$ cat config.mk
export PLATFORM = sky130hd
export DESIGN_NAME = gp_debounce
export DESIGN_NICKNAME = d
export VERILOG_FILES = /design/src/rtl/gp_debounce_pkg.sv /design/src/rtl/gp_debounce_bit.sv /design/src/rtl/gp_debounce.sv
export SDC_FILE = /design/constraint.sdc
export NUM_CORES = 1
export LEC_CHECK = 0
export CAP_MARGIN = 5
export CELL_PAD_IN_SITES_DETAIL_PLACEMENT = 1
export CELL_PAD_IN_SITES_GLOBAL_PLACEMENT = 2
export CORE_MARGIN = 5
export CORE_UTILIZATION = 35
export DETAILED_ROUTE_END_ITERATION = 12
export GPL_TIMING_DRIVEN = 0
export PLACE_DENSITY_LB_ADDON = 0.1
export RECOVER_POWER = 100
export SYNTH_ARGS = -nofsm -noshare
export SYNTH_HDL_FRONTEND = slang
export SYNTH_HIERARCHICAL = 1
export SYNTH_SLANG_ARGS = --single-unit
$ cat constraint.sdc
create_clock -name clk_sys_i -period 4.26 [get_ports clk_sys_i]
set_input_delay 0.639 -clock clk_sys_i [delete_from_list [all_inputs] [get_ports clk_sys_i]]
set_output_delay 0.639 -clock clk_sys_i [all_outputs]
set_load 0.01 [all_outputs]
$ cat src/rtl/gp_debounce_pkg.sv
// Shared types and default constants for the general-purpose input debouncer.
package gp_debounce_pkg;

   // Per-bit debounce state: idle on a settled level, or timing a candidate change
   typedef enum logic {
      DB_STABLE   = 1'b0,
      DB_COUNTING = 1'b1
   } db_state_e;

   // 1 kHz sample tick from a 50 MHz system clock
   localparam int unsigned DefaultPrescale    = 50000;
   // 10 ms of agreement before a new level is accepted
   localparam int unsigned DefaultStableTicks = 10;

endpackage

$ cat src/rtl/gp_debounce_bit.sv
// One debounced input: two-flop synchroniser, accept/reject FSM, edge pulses.
module gp_debounce_bit
   import gp_debounce_pkg::*;
#(
   parameter int unsigned StableTicks = DefaultStableTicks,
   parameter logic        ResetValue  = 1'b0
) (
   input  logic clk,
   input  logic rst_n,
   input  logic tick,
   input  logic raw,
   output logic level,
   output logic rise,
   output logic fall
);

   localparam int unsigned     CntW    = $clog2(StableTicks + 1);
   localparam logic [CntW-1:0] LastCnt = CntW'(StableTicks - 1);

   logic            sync_meta;
   logic            sync;
   logic [CntW-1:0] cnt;
   db_state_e       state;

   // Bring the asynchronous pin into the clock domain; only the second stage is used
   always_ff @(posedge clk) begin
      if (!rst_n) begin
         sync_meta <= ResetValue;
         sync      <= ResetValue;
      end else begin
         sync_meta <= raw;
         sync      <= sync_meta;
      end
   end

   // Accept a new level only after StableTicks consecutive ticks of disagreement
   always_ff @(posedge clk) begin
      if (!rst_n) begin
         state <= DB_STABLE;
         cnt   <= '0;
         level <= ResetValue;
         rise  <= 1'b0;
         fall  <= 1'b0;
      end else begin
         rise <= 1'b0;
         fall <= 1'b0;
         case (state)
            DB_STABLE: begin
               cnt <= '0;
               if (sync != level) begin
                  state <= DB_COUNTING;
                  // A tick coinciding with the first mismatch counts, but never
                  // pushes cnt past its last legal value (StableTicks == 1)
                  if (tick && (LastCnt != '0)) begin
                     cnt <= CntW'(1);
                  end
               end
            end
            DB_COUNTING: begin
               if (sync == level) begin
                  state <= DB_STABLE;
                  cnt   <= '0;
               end else if (tick) begin
                  if (cnt == LastCnt) begin
                     level <= sync;
                     rise  <= sync;
                     fall  <= ~sync;
                     cnt   <= '0;
                     state <= DB_STABLE;
                  end else begin
                     cnt <= cnt + CntW'(1);
                  end
               end
            end
         endcase
      end
   end

endmodule

$ cat src/rtl/gp_debounce.sv
// Debouncer for board switches/buttons feeding the demo system's gp_i.
module gp_debounce
   import gp_debounce_pkg::*;
#(
   parameter int unsigned      Width       = 8,
   parameter int unsigned      Prescale    = DefaultPrescale,
   parameter int unsigned      StableTicks = DefaultStableTicks,
   parameter logic [Width-1:0] ResetValue  = '0
) (
   input  logic             clk_sys_i,
   input  logic             rst_sys_ni,
   input  logic [Width-1:0] gp_raw_i,
   output logic [Width-1:0] gp_o,
   output logic [Width-1:0] rise_o,
   output logic [Width-1:0] fall_o
);

   localparam int unsigned    PsW    = (Prescale > 1) ? $clog2(Prescale) : 1;
   localparam logic [PsW-1:0] PsLast = PsW'(Prescale - 1);

   logic [PsW-1:0] ps_cnt;
   logic           tick;

   // Tick is high for the single cycle in which the prescaler sits at its last value
   assign tick = (ps_cnt == PsLast);

   // Shared sample-rate prescaler, counting 0..Prescale-1 and wrapping
   always_ff @(posedge clk_sys_i) begin
      if (!rst_sys_ni) begin
         ps_cnt <= '0;
      end else if (tick) begin
         ps_cnt <= '0;
      end else begin
         ps_cnt <= ps_cnt + PsW'(1);
      end
   end

   for (genvar i = 0; i < Width; i++) begin : g_bit
      gp_debounce_bit #(
         .StableTicks (StableTicks),
         .ResetValue  (ResetValue[i])
      ) u_bit (
         .clk   (clk_sys_i),
         .rst_n (rst_sys_ni),
         .tick  (tick),
         .raw   (gp_raw_i[i]),
         .level (gp_o[i]),
         .rise  (rise_o[i]),
         .fall  (fall_o[i])
      );
   end

endmodule

==> results.yml, run 1 <==
outcome:
  status: "complete, no violations"
clocking:
  cts_hold_buf: 0
  clk_pin_slew_worst_paths_ns: 0.06
  cts_made_buffers: 9
  cts_resized: 0
  clk_latency_ns: 0.34
  clk_path_buf_depth: 2
  tritoncts: "built"
  clock-sinks: 96
  htreeDepth: 3
  cts_root_buffer: "clkbuf_16"
  post-cts-setup-buffers: 0
critical_path:
  rr_startpoint: "ps_cnt[0]$_SDFF_PP0_"
  worst_r2r_endpoint: "g_bit[3].u_bit/rise$_SDFF_PP0_"
  arrival_ns: 3.42
  crit_required_ns: 4.52
  reg2reg_slack_ns: 1.10
  cp_max_fo: 16
  path_class: "flip-flop to flip-flop"
  timing.critical_path.from_type: "flip-flop"
  worstRegToRegCells: 8
  crit_path_end_kind: "flip-flop"
final_layout:
  syn_to_final_growth_pct: 17.8
  n_antenna_cell: 0
  drive_above_1_share: 0.0439
  final_nets: 546
  instances_no_fill: 692
timing:
  setup_tns_ns: 0
  relSlewSlack: 0.602
  hold_violations: 0
  period_needed_ns: 3.16
  min_period_over_period: 0.741
  finalMaxSlewViolations: 0
  tightest_slew_ns: 0.597
  setup_viol: 0
  clock_skew_ns: 0.00435
  grt_setup_unrepaired: "false"
  fmaxAchievable_mhz: 317
placement:
  place_congestion: 0.746
  numPortBuffers: 33
  dp_hpwl_um: 6560
  placed_cells: 676
synthesis:
  ys_top_cells_by_area: "dfxtp_1, nand3_1, ha_1"
  synth-adder-area-share: 0.0487
  post-synth-top-area-cell: "dfxtp_1"
  synthArstFlopShare: 0
  synth.top_cells.by_count: "dfxtp_1, nand3_1, nand2_1"
  yosys.area_share.xor_xnor: 0.0602
  synth-simple-area-share: 0.321
  yosys_warnings: 6
  syn_nets: 498
  synth-seq-cells: 96
  ys_types: 31
  synth_ff_type: "dfxtp_1"
  synth-seq-area-share: 0.440
  synthMuxAreaShare: 0.0183
  synth_top_area_frac: 0.440
  avgSynthCellArea_um2: 9.27
  synth-compound-area-share: 0.0780
  synth_top_family_by_area: "simple AND/OR/NAND/NOR gates"
  netlist_instances: 471
  synth_area_um2: 4370
  yosysMostFrequentCell: "dfxtp_1"
  synth_edf_count: 0
grt:
  grt_pass1_vias: 3527
  grt_pass1_wl_um: 16300
  grt_max_degree: 22
  grt_use_total: 0.134
  antenna_found_initial: 0
  grt-ovfl-total: 0
route:
  drt_iter0_markers: 77
  wl_per_cell_um: 13.1
  vias: 3411
  dr.pass1.iters: 4
  drc: 0
  viasPerCell: 4.93
  postRouteAntennaNets: 0
  routed_wl_um: 9050
die:
  pin_count: 34
  die_area_um2: 14800
  initial_core_util: 0.360
  coreArea_um2: 12100
  chipWidth_um: 122
  rows: 40
  die_h_um: 122
worst_hold_path:
  holdPathStages: 1
  hp-class: "flip-flop to flip-flop"
  min_from: "g_bit[4].u_bit/sync_meta$_SDFF_PN0_"
  whs_endpoint: "g_bit[4].u_bit/sync$_SDFF_PN0_"
run:
  cap_violations: 0
pwr:
  powerDensity_nw_per_um2: 346
  vdd_drop_max_mv: 0.203
  p_leak_nw: 1.78
  total_power_w: 0.00178
flip-flops by register name, indices dropped and copies added, names as in the netlist:
signal	count
g_bit.u_bit/cnt	32
ps_cnt	16
g_bit.u_bit/fall	8
g_bit.u_bit/level	8
g_bit.u_bit/rise	8
g_bit.u_bit/state	8
g_bit.u_bit/sync	8
g_bit.u_bit/sync_meta	8
metrics by stage:
stage / setup WS (ns) / cell area, µm² / hold WS (ns) / util
finish: 1.10 / 5140 / 0.434 / 0.425
global route: 0.722 / 5140 / 0.442 / 0.425
CTS: 1.57 / 5260 / 0.436 / 0.434
detailed placement: 1.58 / 4950 / 0.419 / 0.409
global placement: 0.0110 / 4910 / 0.414 / 0.405
floorplan: 1.04 / 4370 / 0.412 / -
placed cells by master, fill, tap and decap left out, types with 17 or more instances in the layout:
| cell type | n |
|---|---|
| dfxtp_1 | 96 |
| nand3_1 | 45 |
| nand2_1 | 29 |
| nor2_1 | 26 |
| dlygate4sd3_1 | 25 |
| o21ai_0 | 24 |
| inv_1 | 20 |
| xnor2_1 | 20 |
| nor3_1 | 19 |
| ha_1 | 17 |
critical path, cell delays in order (launching register included):
cell and delay (ns):
dfxtp_1 0.38, ha_1 0.21, nand3_1 0.31, nor4_4 0.66, clkbuf_1 0.38, clkbuf_1 0.52
and3_1 0.33, nand2_2 0.07, nor3b_1 0.21
where the power goes:
part	internal [W]	total (W)	leakage (nW)	switching, W
combinational	0.0000209	0.0000487	0.854	0.0000278
sequential	0.000909	0.000919	0.778	0.0000102
clock	0.000485	0.000814	0.150	0.000328
worst max path at each step:
| stage | slack (ns) | end | from | cells after the start |
|---|---|---|---|---|
| 4_1_cts | 1.57 | g_bit[6].u_bit/level$_SDFFE_PN0P_ | ps_cnt[0]$_SDFF_PP0_ | 8 |
| 3_3_place_gp | 0.01 | g_bit[1].u_bit/level$_SDFFE_PN0P_ | ps_cnt[0]$_SDFF_PP0_ | 6 |
| 3_5_place_dp | 1.58 | g_bit[4].u_bit/level$_SDFFE_PN0P_ | ps_cnt[0]$_SDFF_PP0_ | 8 |
| 5_1_grt | 0.72 | g_bit[1].u_bit/fall$_SDFF_PP0_ | ps_cnt[0]$_SDFF_PP0_ | 8 |
| 6_report | 1.10 | g_bit[3].u_bit/rise$_SDFF_PP0_ | ps_cnt[0]$_SDFF_PP0_ | 8 |
| 2_1_floorplan | 1.04 | g_bit[0].u_bit/level$_SDFFE_PN0P_ | ps_cnt[10]$_SDFF_PP0_ | 5 |
kinds of logic after synthesis:
| logic type | Yosys count |
|---|---|
| fa+ha+maj | 17 |
| buf+inv | 29 |
| simple gates | 235 |
| flops | 96 |
| compound gates | 56 |
| mux | 8 |
| xor+xnor | 30 |
cell type report:
| class | count | area, µm² |
|---|---|---|
| flip-flops and latches | 96 | 1920 |
| fillers | 1438 | 6970 |
| clock buffers | 13 | 260 |
| repair buffers | 37 | 353 |
| clock inverters | 3 | 40.0 |
| multi-input cells | 346 | 2250 |
| plain buffers | 9 | 33.8 |
| inverters | 20 | 75.1 |
| well taps | 168 | 210 |
routing by layer:
layer  up-vias  share of wire  track usage
met5         -              0            0
met4         0          0.012       0.0378
met3         8          0.039       0.0487
met1      1615           0.48        0.160
met2        34           0.47        0.226
li1       1754              -            -
(Power assumes the default switching activity.)
==> run 2: changes to the inputs <==
Settings changed: CORE_UTILIZATION 35 to 33.
Clock period 4.26 ns to 2.8 ns, I/O delays scaled along.
==> run 2 against run 1 <==
Net effect:
- non-clock buffer count unchanged
- clock power is 54% higher
- sequential cell count stayed put
- power increased by 53%
- critical endpoint is now g_bit[5].u_bit/level$_SDFFE_PN0P_
- largest power group unchanged
==> results.yml, run 2 (synthesis results as in run 1) <==
grt:
  grt-ovfl-total: 0
  antenna_found_initial: 0
  grt_max_degree: 17
  grt_pass1_wl_um: 16100
  grt_pass1_vias: 3516
  grt_use_total: 0.121
die:
  die_h_um: 125
  rows: 42
  chipWidth_um: 125
  coreArea_um2: 13100
  pin_count: 34
  die_area_um2: 15600
  initial_core_util: 0.334
critical_path:
  path_class: "flip-flop to flip-flop"
  arrival_ns: 2.78
  crit_path_end_kind: "flip-flop"
  cp_max_fo: 14
  crit_required_ns: 3.03
  timing.critical_path.from_type: "flip-flop"
route:
  vias: 3487
  drc: 0
  routed_wl_um: 9290
  viasPerCell: 4.98
  wl_per_cell_um: 13.3
  drt_iter0_markers: 110
  postRouteAntennaNets: 0
  dr.pass1.iters: 4
timing:
  hold_ws_ns: 0.432
  relSlewSlack: 0.573
  fmaxAchievable_mhz: 392
  grt_setup_unrepaired: "false"
  setup_viol: 0
  tightest_slew_ns: 0.636
  period_needed_ns: 2.55
  clock_skew_ns: 0.00512
  finalMaxSlewViolations: 0
  min_period_over_period: 0.911
  hold_violations: 0
outcome:
  status: "complete, no violations"
final_layout:
  register_area_um2: 1920
  syn_to_final_growth_pct: 19.2
  drive_above_1_share: 0.0611
  layout_commonest_cell: "dfxtp_1"
  instances_no_fill: 700
  multi_input_area_um2: 2260
  n_antenna_cell: 0
  largest_reg_flops: 32
  mostFrequentLayoutCells: "dfxtp_1, nand3_1, nand2_1"
  largest_register: "g_bit.u_bit/cnt"
  final_nets: 546
  reg.largest.list: "g_bit.u_bit/cnt: 32 flops, ps_cnt: 16 flops"
  nFillCells: 1537
placement:
  place_congestion: 0.756
  dp_hpwl_um: 6790
  placed_cells: 684
  numPortBuffers: 33
pwr:
  vdd_drop_max_mv: 0.283
  total_power_w: 0.00272
  powerDensity_nw_per_um2: 523
  p_leak_nw: 1.79
clocking:
  cts_root_buffer: "clkbuf_16"
  clock-sinks: 96
  clk_latency_ns: 0.34
  cts_hold_buf: 0
  cts_made_buffers: 9
  clk_path_buf_depth: 2
  post-cts-setup-buffers: 0
  clk_pin_slew_worst_paths_ns: 0.07
  htreeDepth: 3
  tritoncts: "built"
run:
  cap_violations: 0
worst_hold_path:
  hp-class: "flip-flop to flip-flop"
## run 2: what timing repair did
action,in CTS,in global routing
resized for setup,0,0
setup endpoints to repair,0,1
endpoints found under the hold margin,0,0
## run 2: cell type report
cell class | count | share of cell area
Multi-Input combinational cell | 346 | 0.435
Sequential cell | 96 | 0.370
Timing Repair Buffer | 37 | 0.0729
Clock buffer | 14 | 0.0507
Tap cell | 176 | 0.0423
Inverter | 20 | 0.0144
Buffer | 9 | 0.00745
Clock inverter | 2 | 0.00721
## run 2: final timing paths
check / startpoint / to / slack [ns] / cells past startpoint
setup / recovery: ps_cnt[0]$_SDFF_PP0_ / g_bit[5].u_bit/level$_SDFFE_PN0P_ / 0.25 / 8
setup reg to reg: ps_cnt[0]$_SDFF_PP0_ / g_bit[5].u_bit/level$_SDFFE_PN0P_ / 0.25 / 8
hold reg to reg: g_bit[0].u_bit/sync_meta$_SDFF_PN0_ / g_bit[0].u_bit/sync$_SDFF_PN0_ / 0.43 / 1
hold / removal: g_bit[0].u_bit/sync_meta$_SDFF_PN0_ / g_bit[0].u_bit/sync$_SDFF_PN0_ / 0.43 / 1
## run 2: where the power goes
part / switching (W) / total, W / internal [W] / leakage, nW
logic: 0.0000418 / 0.0000744 / 0.0000326 / 0.869
registers: 0.0000158 / 0.00140 / 0.00138 / 0.779
clock network: 0.000504 / 0.00125 / 0.000743 / 0.143
## run 2: per-layer routing
metal	global-route usage	routed length [µm]	vias to the layer above
met2	0.203	4420	27
met3	0.0264	232	11
met1	0.149	4480	1689
li1	-	-	1760
met5	0	0	-
met4	0.0497	158	0
## run 2: stage by stage
step	util	cell area [µm²]	setup TNS, ns	setup WS (ns)
after floorplan	-	4410	-13.46	-0.337
after global placement	0.379	4960	-94.69	-1.37
after detailed placement	0.383	5010	0	0.177
after CTS	0.406	5310	0	0.144
after global routing	0.398	5200	0	0.0293
final	0.398	5200	0	0.250
## run 2: critical path, cell delays in order, from the launching register on
cell	delay, ns
dfxtp_1	0.38
ha_1	0.20
nand3_1	0.31
nor4_4	0.65
buf_8	0.23
buf_6	0.16
and3_1	0.24
mux2i_1	0.20
nor2b_1	0.06
